## config.mk

```make
export PLATFORM = sky130hd
export DESIGN_NAME = friscv_cache_line_loader
export DESIGN_NICKNAME = d
export VERILOG_FILES = /design/src/rtl/friscv_h.sv /design/src/rtl/friscv_scfifo.sv /design/src/rtl/friscv_cache_line_loader.sv
export SDC_FILE = /design/constraint.sdc
export NUM_CORES = 1
export LEC_CHECK = 0
export ABC_CLOCK_PERIOD_IN_PS = 2600
export CAP_MARGIN = 5
export CORE_UTILIZATION = 25
export CTS_CLUSTER_DIAMETER = 150
export DETAILED_ROUTE_END_ITERATION = 10
export PLACE_DENSITY = 0.57
export SYNTH_ARGS = -nofsm -noshare
export SYNTH_HDL_FRONTEND = slang
export SYNTH_HIERARCHICAL = 1
export SYNTH_SLANG_ARGS = --single-unit
```

## constraint.sdc

```tcl
create_clock -name aclk -period 2.6 [get_ports aclk]
set_input_delay 0.39 -clock aclk [delete_from_list [all_inputs] [get_ports aclk]]
set_output_delay 0.39 -clock aclk [all_outputs]
set_load 0.005 [all_outputs]
```

## src/rtl/friscv_h.sv

```systemverilog
// ----------------------------------------------------------------------------
// friscv_h
// Shared definitions for the instruction-cache line loader:
//   - loader_state_t : FSM states of friscv_cache_line_loader
//   - INCR / OKAY    : AXI4 burst type and response encodings
// ----------------------------------------------------------------------------
package friscv_h;

    // Line loader FSM: one AXI read in flight at most, DRAIN absorbs
    // the response of a request cancelled by flush.
    typedef enum logic [2:0] {
        IDLE  = 3'd0,
        ARREQ = 3'd1,
        RWAIT = 3'd2,
        WRITE = 3'd3,
        DRAIN = 3'd4
    } loader_state_t;

    localparam logic [1:0] INCR = 2'b01;
    localparam logic [1:0] OKAY = 2'b00;

endpackage

```

## src/rtl/friscv_scfifo.sv

```systemverilog
// ----------------------------------------------------------------------------
// friscv_scfifo
// Single-clock FIFO of 2**ADDR_WIDTH entries.
//   PASS_THRU = 0 : data becomes visible the cycle after the push.
//   PASS_THRU = 1 : a push into an empty FIFO is visible on data_out in the
//                   same cycle and can be pulled without being stored.
// Ports:
//   aclk, aresetn (async, active-low), srst (sync, active-high)
//   flush         : empties the FIFO in the cycle it is asserted
//   data_in, push : write side; a push while full is dropped
//   full          : no free entry
//   data_out, pull: read side, data_out is the head entry
//   empty         : no entry available
// ----------------------------------------------------------------------------
module friscv_scfifo #(
    parameter int PASS_THRU  = 0,
    parameter int ADDR_WIDTH = 2,
    parameter int DATA_WIDTH = 8
)(
    input  logic                  aclk,
    input  logic                  aresetn,
    input  logic                  srst,
    input  logic                  flush,
    input  logic [DATA_WIDTH-1:0] data_in,
    input  logic                  push,
    output logic                  full,
    output logic [DATA_WIDTH-1:0] data_out,
    input  logic                  pull,
    output logic                  empty
);

    localparam int DEPTH = 2**ADDR_WIDTH;

    logic [DATA_WIDTH-1:0] mem [DEPTH];
    logic [ADDR_WIDTH:0]   wr_ptr;
    logic [ADDR_WIDTH:0]   rd_ptr;
    logic                  int_empty;
    logic                  bypass;
    logic                  do_push;
    logic                  do_pull;

    // Pointers carry one extra wrap bit so full and empty are distinguishable.
    assign int_empty = (wr_ptr == rd_ptr);
    assign full      = (wr_ptr[ADDR_WIDTH-1:0] == rd_ptr[ADDR_WIDTH-1:0]) &&
                       (wr_ptr[ADDR_WIDTH] != rd_ptr[ADDR_WIDTH]);

    // Bypass only exists in pass-through mode; a bypassed word that is
    // pulled immediately never occupies an entry.
    assign bypass   = (PASS_THRU != 0) && int_empty && push;
    assign do_push  = push && !full && !(bypass && pull);
    assign do_pull  = pull && !int_empty;
    assign empty    = int_empty && !bypass;
    assign data_out = bypass ? data_in : mem[rd_ptr[ADDR_WIDTH-1:0]];

    // Read and write pointers; flush and srst both return to empty.
    always_ff @(posedge aclk or negedge aresetn) begin
        if (!aresetn) begin
            wr_ptr <= '0;
            rd_ptr <= '0;
        end else if (srst || flush) begin
            wr_ptr <= '0;
            rd_ptr <= '0;
        end else begin
            if (do_push) begin
                wr_ptr <= wr_ptr + 1'b1;
            end
            if (do_pull) begin
                rd_ptr <= rd_ptr + 1'b1;
            end
        end
    end

    // Storage array, not reset: an entry is only read after it was written.
    always_ff @(posedge aclk) begin
        if (do_push && !flush && !srst) begin
            mem[wr_ptr[ADDR_WIDTH-1:0]] <= data_in;
        end
    end

endmodule

```

## src/rtl/friscv_cache_line_loader.sv

```systemverilog
// ----------------------------------------------------------------------------
// friscv_cache_line_loader
// Sits between the instruction-cache block fetcher and central memory.
// Cache misses are queued, each is served by one single-beat AXI4 read and
// the returned block is written into the cache; cache_writing tells the
// fetcher to replay the missed read.
//
// Ports:
//   aclk, aresetn (async, active-low), srst (sync, active-high)
//   flush                          : drop queued misses, discard in-flight data
//   miss_valid/miss_addr/miss_prot : miss request (one-cycle pulse)
//   miss_full                      : miss queue full
//   ar*                            : AXI4 read address channel (master)
//   r*                             : AXI4 read data channel (rid/rlast ignored)
//   cache_writing/cache_wen/cache_waddr/cache_wdata : cache line write
//   mem_err                        : pulses with the write when rresp != OKAY
//
// Configuration macro:
//   LOADER_PERF_EN : adds output miss_count[31:0], counting line writes and
//                    dropped/drained requests.
// ----------------------------------------------------------------------------
module friscv_cache_line_loader
    import friscv_h::*;
#(
    parameter int                  OSTDREQ_NUM = 4,
    parameter int                  AXI_ADDR_W  = 32,
    parameter int                  AXI_ID_W    = 8,
    parameter int                  AXI_DATA_W  = 128,
    parameter logic [AXI_ID_W-1:0] AXI_ID_MASK = 'h10
)(
    input  logic                  aclk,
    input  logic                  aresetn,
    input  logic                  srst,
    input  logic                  flush,
    input  logic                  miss_valid,
    input  logic [AXI_ADDR_W-1:0] miss_addr,
    input  logic [2:0]            miss_prot,
    output logic                  miss_full,
    output logic                  arvalid,
    input  logic                  arready,
    output logic [AXI_ADDR_W-1:0] araddr,
    output logic [7:0]            arlen,
    output logic [2:0]            arsize,
    output logic [1:0]            arburst,
    output logic [3:0]            arcache,
    output logic [2:0]            arprot,
    output logic [AXI_ID_W-1:0]   arid,
    input  logic                  rvalid,
    output logic                  rready,
    input  logic [AXI_ID_W-1:0]   rid,
    input  logic [1:0]            rresp,
    input  logic [AXI_DATA_W-1:0] rdata,
    input  logic                  rlast,
    output logic                  cache_writing,
    output logic                  cache_wen,
    output logic [AXI_ADDR_W-1:0] cache_waddr,
    output logic [AXI_DATA_W-1:0] cache_wdata,
    output logic                  mem_err
`ifdef LOADER_PERF_EN
    ,
    output logic [31:0]           miss_count
`endif
);

    localparam int OFFSET_W = $clog2(AXI_DATA_W/8);
    localparam int FIFO_AW  = $clog2(OSTDREQ_NUM);
    localparam int FIFO_DW  = AXI_ADDR_W + 3;
    localparam logic [AXI_ADDR_W-1:0] LINE_MASK = {AXI_ADDR_W{1'b1}} << OFFSET_W;

    loader_state_t          state;
    loader_state_t          state_next;

    logic                   fifo_push;
    logic                   fifo_pull;
    logic                   fifo_full;
    logic                   fifo_empty;
    logic [FIFO_DW-1:0]     fifo_out;

    logic                   latch_req;
    logic                   latch_rdata;
    logic                   drop_evt;

    logic [AXI_ADDR_W-1:0]  araddr_q;
    logic [2:0]             arprot_q;
    logic [AXI_DATA_W-1:0]  rdata_q;
    logic                   resp_err_q;
    logic                   flush_seen_q;

    // rid is not checked (only one read in flight) and rlast is implied by arlen=0.
    logic                   unused_axi;
    assign unused_axi = ^{rid, rlast};

    // Miss queue: a flush cycle never enqueues the incoming miss.
    assign fifo_push = miss_valid && !flush;

    friscv_scfifo #(
        .PASS_THRU  (0),
        .ADDR_WIDTH (FIFO_AW),
        .DATA_WIDTH (FIFO_DW)
    ) miss_fifo (
        .aclk     (aclk),
        .aresetn  (aresetn),
        .srst     (srst),
        .flush    (flush),
        .data_in  ({miss_prot, miss_addr}),
        .push     (fifo_push),
        .full     (fifo_full),
        .data_out (fifo_out),
        .pull     (fifo_pull),
        .empty    (fifo_empty)
    );

    // Next-state logic. A flush seen while arvalid is up cannot withdraw the
    // request, so the response is absorbed in DRAIN instead.
    always_comb begin
        state_next  = state;
        fifo_pull   = 1'b0;
        latch_req   = 1'b0;
        latch_rdata = 1'b0;
        drop_evt    = 1'b0;
        case (state)
            IDLE: begin
                if (!fifo_empty && !flush) begin
                    fifo_pull  = 1'b1;
                    latch_req  = 1'b1;
                    state_next = ARREQ;
                end
            end
            ARREQ: begin
                if (arready) begin
                    state_next = (flush || flush_seen_q) ? DRAIN : RWAIT;
                end
            end
            RWAIT: begin
                if (rvalid) begin
                    if (flush) begin
                        drop_evt   = 1'b1;
                        state_next = IDLE;
                    end else begin
                        latch_rdata = 1'b1;
                        state_next  = WRITE;
                    end
                end else if (flush) begin
                    state_next = DRAIN;
                end
            end
            WRITE: begin
                state_next = IDLE;
            end
            DRAIN: begin
                if (rvalid) begin
                    drop_evt   = 1'b1;
                    state_next = IDLE;
                end
            end
            default: begin
                state_next = IDLE;
            end
        endcase
    end

    // State register; srst aborts any transaction since the slave is reset too.
    always_ff @(posedge aclk or negedge aresetn) begin
        if (!aresetn) begin
            state <= IDLE;
        end else if (srst) begin
            state <= IDLE;
        end else begin
            state <= state_next;
        end
    end

    // Request and response holding registers. The address is line-aligned
    // when latched so AR and the cache write share the same value.
    always_ff @(posedge aclk or negedge aresetn) begin
        if (!aresetn) begin
            araddr_q     <= '0;
            arprot_q     <= '0;
            rdata_q      <= '0;
            resp_err_q   <= 1'b0;
            flush_seen_q <= 1'b0;
        end else if (srst) begin
            araddr_q     <= '0;
            arprot_q     <= '0;
            rdata_q      <= '0;
            resp_err_q   <= 1'b0;
            flush_seen_q <= 1'b0;
        end else begin
            if (latch_req) begin
                araddr_q <= fifo_out[AXI_ADDR_W-1:0] & LINE_MASK;
                arprot_q <= fifo_out[FIFO_DW-1 -: 3];
            end
            if (latch_rdata) begin
                rdata_q    <= rdata;
                resp_err_q <= (rresp != OKAY);
            end
            if (state == ARREQ) begin
                flush_seen_q <= flush_seen_q | flush;
            end else begin
                flush_seen_q <= 1'b0;
            end
        end
    end

    assign miss_full     = fifo_full;
    assign arvalid       = (state == ARREQ);
    assign araddr        = araddr_q;
    assign arprot        = arprot_q;
    assign arlen         = 8'd0;
    assign arsize        = 3'(OFFSET_W);
    assign arburst       = INCR;
    assign arcache       = 4'd0;
    assign arid          = AXI_ID_MASK;
    assign rready        = (state == RWAIT) || (state == DRAIN);
    assign cache_wen     = (state == WRITE);
    assign cache_writing = (state == WRITE);
    assign cache_waddr   = araddr_q;
    assign cache_wdata   = rdata_q;
    assign mem_err       = (state == WRITE) && resp_err_q;

`ifdef LOADER_PERF_EN
    // Counts every request that left the loader, written or discarded.
    always_ff @(posedge aclk or negedge aresetn) begin
        if (!aresetn) begin
            miss_count <= '0;
        end else if (srst) begin
            miss_count <= '0;
        end else if ((state == WRITE) || drop_evt) begin
            miss_count <= miss_count + 32'd1;
        end
    end
`endif

endmodule

```

==> summary.txt, run 1 <==
Power and ir drop
  – Comb pwr share: 8.0%
  – Clock share of power: 45.4%
  – Worst VDD drop: roughly 0.45 mV
  – Sw frac: 23.1%
  – Pwr/cell area: 615 nW/um^2
  – Total design power: between 10 and 15 mW
  – Cell Int Power: 8.26 mW
  – Sw Pwr: around 2.5 mW
  – Leak: 6.42 nW
  – Flop pwr share: between 40% and 50%

Placed design
  – Dpl cell area: 16,200 sq um
  – # port buffers: 360
  – Final HPWL DP: between 20,000 and 25,000 um
  – GPL Wtd Cong: between 0.7 and 0.8

CTS
  – Clock latency on the worst-skew pair: 550 ps
  – CTS Buf Count: 35
  – H-tree depth: 2
  – CTS Root Cell: clkbuf_16
  – Sink Count: between 200 and 300
  – CTS tree: done
  – Worst-path clk slew: ~60 ps
  – CTS max path bufs: 3

STA
  – Fmax: roughly 400 MHz
  – Setup repair after global routing missed its margin: false
  – Tmin final: 2510 ps
  – Final Setup Violations: 0
  – Slew Viols, Final: 0
  – Slew headroom: just under 30%
  – Final period util: 96.4%
  – Hold Vio Cnt, Final: 0
  – Setup TNS: 0 ps
  – Clk_skew: roughly 14 ps
  – Worst slew pin tran: between 1000 and 1500 ps

Final layout
  – Share of cells above drive strength 1: around 10%
  – FF/Latch Area: 7980 sq um
  – Multi-input gate area: 3450 sq um
  – Most frequent cells in the layout: clkdlybuf4s50_1 (358), nand2_1 (323), dfrtp_1 (166), a21oi_1 (165), edfxtp_1 (124)
  – Final Cell Area: about 17,000 sq um
  – Area Growth Syn to Fin: 43.6%
  – Final #Nets: ~1,600
  – Fillers: approximately 4,700
  – Commonest non-fill, non-tap cell in the layout: clkdlybuf4s50_1

Drt
  – DRT iter0 DRCs: ~460
  – DR vias/cell: roughly 4.4
  – Vias: 8,894
  – Post-route DRC violation count: 0
  – Detailed Routing Iterations Pass 1: 4
  – Post-detailed-route wirelength per cell: between 15 and 20 um
  – Antenna Nets Post-Route: 0
  – DRT Wirelength: between 30,000 and 40,000 um

Floorplanning
  – Die ar.: between 40,000 and 50,000 sq um
  – # rows: 80
  – Core area: between 40,000 and 50,000 sq um
  – Initial Utilization: roughly a quarter
  – Die Height: approximately 220 um
  – IO Count: 407
  – Die W: 222 um

Worst hold path
  – Hold Path Class: input port to flip-flop

Setup path
  – Crit path DAT: 2120 ps
  – Crit-path max cell delay: 570 ps
  – Critical path endpoint category: output port
  – Largest fanout on the critical path: 8
  – R2R Setup Slk: between 400 and 500 ps
  – Slowest CP cell: clkdlybuf4s50_1
  – Cells along the critical path: nor2b_4 > and2_1 > clkdlybuf4s50_1
  – CP startpoint kind: flip-flop
  – CP Buf/Inv Count: 1
  – Worst EP required: about 2200 ps
  – Worst path top cell family by delay: buffers and inverters
  – WS Path Type: flip-flop to output port

Flow run
  – Max-Cap Viols: 0

Global route
  – Number of global-route vias before repair: approximately 9,100
  – Initial antenna violation count: 2
  – Total track usage: 14.2%
  – Grt total ovfl: 0
  – Pin count of the biggest net entering global routing: around 170
  – Global-route wire length before repair: 53,900 um

Synth
  – Post-Syn Instances: about 1,000
  – Synthesized cell area: between 10,000 and 15,000 sq um
  – Synth warnings: 6
  – Mean Syn Cell Area: between 10 and 15 sq um

Outcome
  – Run status: complete, no violations
## routing by layer
metal  vias to the layer above  GRT usage [%]  share of wire [%]
met5                         -              0              0.065
met4                         4           4.74                2.4
met3                        49           4.67                7.9
met2                       321           24.3                 49
met1                      4410           16.6                 41
li1                       4110              -                  -
## tightest hold or removal path: cells and delay by family
kind / cells / cell delay, ps
compound gates: 1 / 60
simple gates: 2 / 170
buf+inv: 1 / 90
## power groups by stage
stage | logic, mW | registers (mW) | clock network, mW
CTS | 0.883 | 4.99 | 5.04
floorplan | 0.350 | 5.05 | 0
global route | 0.949 | 5.00 | 5.19
global placement | 0.868 | 5.08 | 0
finish | 0.862 | 4.99 | 4.87
detailed placement | 0.877 | 5.08 | 0
## final cells by class
type / instances / area share [%]
clock buffer: 48 / 5.59
tap: 615 / 4.41
timing repair buffer: 397 / 23.3
clock inverter: 16 / 1.05
inverter: 4 / 0.0861
antenna: 1 / 0.0144
sequential: 294 / 45.8
multi-input combinational: 632 / 19.8
## registers in the layout, summed over array words and instances (netlist names)
signal            flops
state                 3
miss_fifo/rd_ptr      3
arprot                3
araddr               28
flush_seen_q          1
resp_err_q            1
cache_wdata         128
miss_fifo/wr_ptr      3
miss_fifo/mem       124
## per-stage QoR
stage          hold slack, ps  setup WS [ps]  utilization (%)  std cells
2_1_floorplan            94.4            419                -       1059
3_3_place_gp              403            237             34.0       1940
3_5_place_dp              412            226             34.0       1940
4_1_cts                   162           7.81             36.4       2006
5_1_grt                   209           12.1             36.4       2006
6_report                  209           94.3             36.4       2007
## timing repair
item	in CTS	in global routing
endpoints found under the hold margin	46	0
buffers inserted	1	0
endpoints found under the setup margin	3	1
gates resized for setup	4	1
pin swaps	1	0
hold buffers	1	0
## path summary, 6_finish.rpt
kind / from / end / cells past startpoint
setup / recovery: state[2] / cache_wen / 3
hold / removal: srst / state[1] / 4
setup reg to reg: miss_fifo/wr_ptr[0] / araddr[19] / 9
hold reg to reg: cache_wdata[56] / cache_wdata[56] / 2
max in group asynchronous: aresetn / cache_wdata[80] / 3
min in group asynchronous: aresetn / cache_wdata[25] / 2
Note: power is estimated with default switching activity, not from simulation.
==> run 2: changes to the inputs <==
- CORE_MARGIN: unset -> 2
==> summary.txt, run 2 (same netlist as run 1, synthesis figures left out) <==
STA
  – Final period util: 94.2% (-2.2 points)
  – Fmax: 408 MHz (+2.3%)
  – Worst slew pin tran: 824 ps (-239 ps)
  – Slew headroom: 45.1% (+16 points)
  – Setup repair after global routing missed its margin: false
  – Clk_skew: 15.9 ps (+2.19 ps)
  – Tmin final: 2450 ps (-56.6 ps)
  – Setup TNS: 0 ps (unchanged)
  – Slew Viols, Final: 0 (unchanged)
  – Hold Vio Cnt, Final: 0 (unchanged)
  – Final Setup Violations: 0 (unchanged)

Global route
  – Most Crowded Layer GR: met2
  – Global-route wire length before repair: 51,100 um (-5.1%)
  – Grt total ovfl: 0 (unchanged)
  – Number of global-route vias before repair: 8,916 (-2.4%)
  – Total track usage: 13.0% (-1.2 points)
  – GR Util met2: 21.8% (-2.5 points)
  – Initial antenna violation count: 2 (unchanged)
  – Pin count of the biggest net entering global routing: 167 (unchanged)
  – Met3 Use GR: 3.87% (-0.80 points)
  – Met1 Usage GRT: 16.0% (-0.58 points)

Floorplanning
  – Die Height: 224 um (+0.90%)
  – IO Count: 407 (unchanged)
  – Die ar.: 50,400 sq um (+1.8%)
  – Initial Utilization: 25.4% (unchanged)
  – Core area: 47,800 sq um (unchanged)
  – Die W: 224 um (+0.90%)
  – # rows: 80 (unchanged)

CTS
  – CTS Root Cell: clkbuf_16
  – CTS Buf Count: 35 (unchanged)
  – Clock latency on the worst-skew pair: 540 ps (about the same)
  – H-tree depth: 2 (unchanged)
  – Worst-path clk slew: 60 ps (about the same)
  – CTS tree: done
  – Sink Count: 294 (unchanged)
  – CTS max path bufs: 3 (unchanged)

Setup path
  – Worst EP required: 2210 ps (about the same)
  – Crit path DAT: 2060 ps (-60 ps)
  – CP startpoint kind: flip-flop
  – WS Path Type: flip-flop to output port
  – Largest fanout on the critical path: 8 (unchanged)
  – Critical path endpoint category: output port

Power and ir drop
  – Sw Pwr: 2.43 mW (-1.9%)
  – Sw frac: 22.0% (-1.0 points)
  – Worst VDD drop: 0.442 mV (-2.6%)
  – Pwr/cell area: 633 nW/um^2 (+2.8%)
  – Flop pwr share: 45.3% (-1.2 points)
  – Total design power: 11.0 mW (+2.6%)
  – Comb pwr share: 7.6% (-0.4 points)
  – Clock share of power: 47.0% (+1.6 points)
  – Cell Int Power: 8.58 mW (+3.9%)
  – Leak: 6.40 nW (-0.29%)

Drt
  – Vias: 8,755 (-1.6%)
  – DR vias/cell: 4.38 (-1.1%)
  – Antenna Nets Post-Route: 0 (unchanged)
  – Detailed Routing Iterations Pass 1: 5 (+1)
  – Post-detailed-route wirelength per cell: 16.9 um (-4.5%)
  – DRT iter0 DRCs: 446 (-3.9%)
  – DRT Wirelength: 33,700 um (-4.9%)
  – Post-route DRC violation count: 0 (unchanged)

Flow run
  – Max-Cap Viols: 0 (unchanged)

Worst hold path
  – Hold Path Class: input port to flip-flop

Placed design
  – GPL Wtd Cong: 0.737 (-2.5%)
  – # port buffers: 360 (unchanged)
  – Final HPWL DP: 22,100 um (-5.7%)
  – Placed Cells incl. Taps: 1,932 (-0.41%)

Final layout
  – Final instance count without filler cells: 1,998 (-0.45%)
  – Share of cells above drive strength 1: 9.33% (-0.73 points)
  – Commonest non-fill, non-tap cell in the layout: clkdlybuf4s50_1
  – Most frequent cells in the layout: clkdlybuf4s50_1 (358), nand2_1 (324), dfrtp_1 (168), a21oi_1 (165), edfxtp_1 (124)
  – Final #Nets: 1,541 (-0.58%)
  – Area Growth Syn to Fin: 43.3%
  – Max reg flops: 128 (unchanged)

Outcome
  – Run status: complete, no violations
-- run 2: cell count changes in the layout (fill, tap and decap cells not counted), moves of 2 or more --
| cell | before | now |
|---|---|---|
| clkbuf_1 | 8 | 3 |
| clkinv_1 | 0 | 3 |
| dfrtp_1 | 166 | 168 |
| inv_6 | 2 | 5 |
| buf_4 | 22 | 15 |
| buf_12 | 14 | 12 |
| clkinv_4 | 2 | 0 |
| bufinv_16 | 2 | 6 |
| dfrtp_2 | 4 | 2 |
-- run 2: worst paths after layout --
path                                          start                  end  slack (ps)  cells past startpoint
worst min register to register     cache_wdata[125]     cache_wdata[125]         520                      2
min in group asynchronous                   aresetn      cache_wdata[18]         370                      2
max in group asynchronous                   aresetn      cache_wdata[36]        1480                      3
worst max-delay path            miss_fifo/wr_ptr[0]            miss_full         150                      4
worst min-delay path                           srst             state[2]         210                      4
worst max register to register  miss_fifo/rd_ptr[2]  miss_fifo/rd_ptr[0]         390                      7
-- run 2: critical path: stages, from the launching register on --
cell and delay [ps]:
dfrtp_1 490, xnor2_1 240, nand2_1 150, nor2_1 130
clkdlybuf4s50_1 520
-- run 2: layout make-up --
cell class	count	area, sq um
well taps	615	769
multi-input cells	632	3440
diodes	1	2.50
fillers	4722	30400
repair buffers	388	3970
clock buffers	42	942
inverters	4	15.0
clock inverters	22	280
flip-flops and latches	294	7980
-- run 2: timing repair --
item                       4_1_cts  5_1_grt
hold endpoints to repair        42        0
setup endpoints to repair        0        1
gates resized for setup          0        1
buffers inserted                 0        0
hold buffers                     1        0
-- run 2: per-stage QoR --
| step | utilization [%] | hold WS (ps) | setup WS [ps] | instance area (sq um) |
|---|---|---|---|---|
| 4_1_cts | 36.3 | 172 | 85.0 | 17400 |
| 3_5_place_dp | 33.8 | 378 | 233 | 16200 |
| 6_report | 36.4 | 214 | 151 | 17400 |
| 2_1_floorplan | - | 94.4 | 419 | 12300 |
| 3_3_place_gp | 33.8 | 375 | 275 | 16200 |
| 5_1_grt | 36.4 | 215 | 21.7 | 17400 |
-- run 2: power by group through the flow --
| stage | registers [mW] | logic (mW) | clock network, mW |
|---|---|---|---|
| after floorplan | 5.05 | 0.350 | 0 |
| after global placement | 5.08 | 0.845 | 0 |
| after detailed placement | 5.08 | 0.851 | 0 |
| after CTS | 4.99 | 0.857 | 5.33 |
| after global routing | 5.00 | 0.920 | 5.49 |
| final | 4.99 | 0.840 | 5.18 |
-- run 2: layer usage --
layer / wire, um / vias up
li1: - / 4087
met1: 14100 / 4289
met2: 16200 / 339
met3: 2790 / 38
met4: 558 / 2
met5: 10 / -
==> run 3: changes to the inputs <==
- CORE_ASPECT_RATIO: unset -> 0.75
- CORE_UTILIZATION: 25 -> 47
- PLACE_DENSITY: 0.57 -> 0.89
==> summary.txt, run 3 (same netlist as run 1, synthesis figures left out) <==
Final layout
  – Final instance count without filler cells: 1,724 (-14%)
  – Fillers: 1,797 (-62%)
  – Share of cells above drive strength 1: 9.12% (-0.22 points)
  – Commonest non-fill, non-tap cell in the layout: clkdlybuf4s50_1
  – Most frequent cells in the layout: clkdlybuf4s50_1 (358), nand2_1 (324), dfrtp_1 (166), a21oi_1 (165), edfxtp_1 (124)
  – Final #Nets: 1,548 (+0.45%)
  – Area Growth Syn to Fin: 38.3%
  – Max reg flops: 128 (unchanged)

Setup path
  – WS Path Type: flip-flop to output port
  – Reg-to-reg endpoint: miss_fifo/rd_ptr[2]
  – Largest fanout on the critical path: 5 (-3)
  – Critical path endpoint category: output port
  – R2R Setup Slk: 560 ps (+170 ps)
  – R2R cell count: 8 (+1)
  – Worst EP required: 2210 ps (about the same)
  – CP startpoint kind: flip-flop
  – RR Startpoint: miss_fifo/wr_ptr[1]
  – Crit path DAT: 2100 ps (+40 ps)

Worst hold path
  – Hold Path Class: input port to flip-flop
  – Min-delay src: srst
  – WHS Endpoint: miss_fifo/rd_ptr[1]
  – Cell depth of the worst min-delay path: 3 (-1)

Power and ir drop
  – Sw Pwr: 2.16 mW (-11%)
  – Cell Int Power: 7.54 mW (-12%)
  – Leak: 6.29 nW (-1.8%)
  – Worst VDD drop: 0.528 mV (+20%)
  – Comb pwr share: 8.7% (+1.1 points)
  – Sw frac: 22.2% (+0.18 points)
  – Clock share of power: 39.8% (-7.2 points)
  – Flop pwr share: 51.4% (+6.1 points)
  – Pwr/cell area: 577 nW/um^2 (-8.7%)

Drt
  – Vias: 8,929 (+2.0%)
  – Post-detailed-route wirelength per cell: 18.8 um (+11%)
  – Post-route DRC violation count: 0 (unchanged)
  – Detailed Routing Iterations Pass 1: 5 (unchanged)
  – DRT Wirelength: 32,300 um (-4.0%)
  – DR vias/cell: 5.18 (+18%)
  – Antenna Nets Post-Route: 0 (unchanged)
  – DRT iter0 DRCs: 511 (+15%)

Floorplanning
  – Die ar.: 27,200 sq um (-46%)
  – IO Count: 407 (unchanged)
  – Die W: 190 um (-16%)
  – Initial Utilization: 48.3% (+23 points)
  – Core area: 25,100 sq um (-47%)
  – Die Height: 143 um (-36%)
  – # rows: 50 (-38%)

Flow run
  – Max-Cap Viols: 0 (unchanged)

STA
  – Slew headroom: 52.4% (+7.3 points)
  – Slew Viols, Final: 0 (unchanged)
  – Hold Vio Cnt, Final: 0 (unchanged)
  – Clk_skew: 23.1 ps (+7.19 ps)
  – Fmax: 401 MHz (-1.8%)
  – Tmin final: 2490 ps (+44.4 ps)
  – Final period util: 95.9% (+1.7 points)
  – Worst slew pin tran: 714 ps (-110 ps)
  – WHS: 184 ps (-29.5 ps)
  – Final Setup Violations: 0 (unchanged)

Global route
  – Total track usage: 23.2% (+10 points)
  – Global-route wire length before repair: 48,900 um (-4.3%)
  – Pin count of the biggest net entering global routing: 67 (-60%)
  – Number of global-route vias before repair: 8,923 (+0.079%)
  – Grt total ovfl: 0 (unchanged)
  – Initial antenna violation count: 4 (+2)

Outcome
  – Run status: complete, no violations

CTS
  – Clock latency on the worst-skew pair: 550 ps (about the same)
  – CTS max path bufs: 3 (unchanged)
  – CTS Root Cell: clkbuf_16
  – H-tree depth: 1 (-1)
  – Sink Count: 294 (unchanged)
  – Worst-path clk slew: 60 ps (about the same)
  – CTS Buf Count: 28 (-20%)
  – CTS tree: done

Placed design
  – GPL Wtd Cong: 0.817 (+11%)
  – Placed Cells incl. Taps: 1,664 (-14%)
  – # port buffers: 360 (unchanged)
  – Final HPWL DP: 22,500 um (+1.9%)
[run 3: cell types whose count changed in the layout (fill, tap and decap cells not counted), moves of 2 or more]
cell       change
clkbuf_8       -2
inv_6          -5
clkinv_2       -2
buf_4         +16
bufinv_16      -5
clkbuf_16      -7
dfrtp_2        +2
diode_2        +3
dfrtp_1        -2
clkbuf_1       +4
buf_12         -2
[run 3: worst max path at each step]
stage	from	cells after the start	to
2_1_floorplan	miss_fifo/wr_ptr[1]	4	miss_fifo/mem[0][10]
3_3_place_gp	flush	5	miss_fifo/mem[2][28]
3_5_place_dp	flush	5	miss_fifo/mem[1][28]
4_1_cts	miss_fifo/wr_ptr[1]	4	miss_full
5_1_grt	miss_fifo/wr_ptr[1]	4	miss_full
6_report	miss_fifo/wr_ptr[1]	4	miss_full
[run 3: cell type report]
cell class                 count  area (sq um)  area share, %
antenna                        4          10.0         0.0596
clock buffer                  38           768           4.57
clock inverter                12          97.6          0.581
inverter                       4          15.0         0.0894
multi-input combinational    632          3450           20.6
sequential                   294          7980           47.5
tap                          338           423           2.52
timing repair buffer         402          4050           24.1
[run 3: through the flow]
stage	area (sq um)	setup TNS [ps]	power [mW]	utilization (%)	setup WS, ps
detailed placement	15900	0	5.92	63.0	267
global route	16800	-10.8	10.1	66.8	-10.8
floorplan	12300	0	5.40	-	419
global placement	15900	0	5.90	63.0	320
finish	16800	0	9.70	66.8	106
CTS	16700	0	9.79	66.6	31.0
[run 3: routing by layer]
metal / track usage, % / routed length (um) / up-vias
met4: 10.5 / 1380 / 0
met5: 0 / 0 / -
li1: - / - / 4093
met3: 4.30 / 2090 / 81
met1: 29.1 / 12300 / 4359
met2: 39.6 / 16600 / 396
[run 3: worst max-delay path, stage by stage (launching register included)]
cell             delay, ps
dfrtp_2                470
xnor2_4                220
nand2_1                140
nor2_1                 170
clkdlybuf4s50_1        550
[run 3: power groups by stage]
stage,combinational [mW],clock [mW],sequential [mW]
after floorplan,0.350,0,5.05
after global placement,0.829,0,5.07
after detailed placement,0.844,0,5.08
after CTS,0.852,3.95,4.99
after global routing,0.924,4.14,4.99
final,0.846,3.86,4.99
[run 3: what timing repair did]
item                                   4_1_cts  5_1_grt
endpoints found under the hold margin       39        0
hold buffers                                 1        0
pin swaps                                    0        1
setup endpoints to repair                    1        1
cloned                                       0        0
resized for setup                            3        1
setup buffers                                0        5
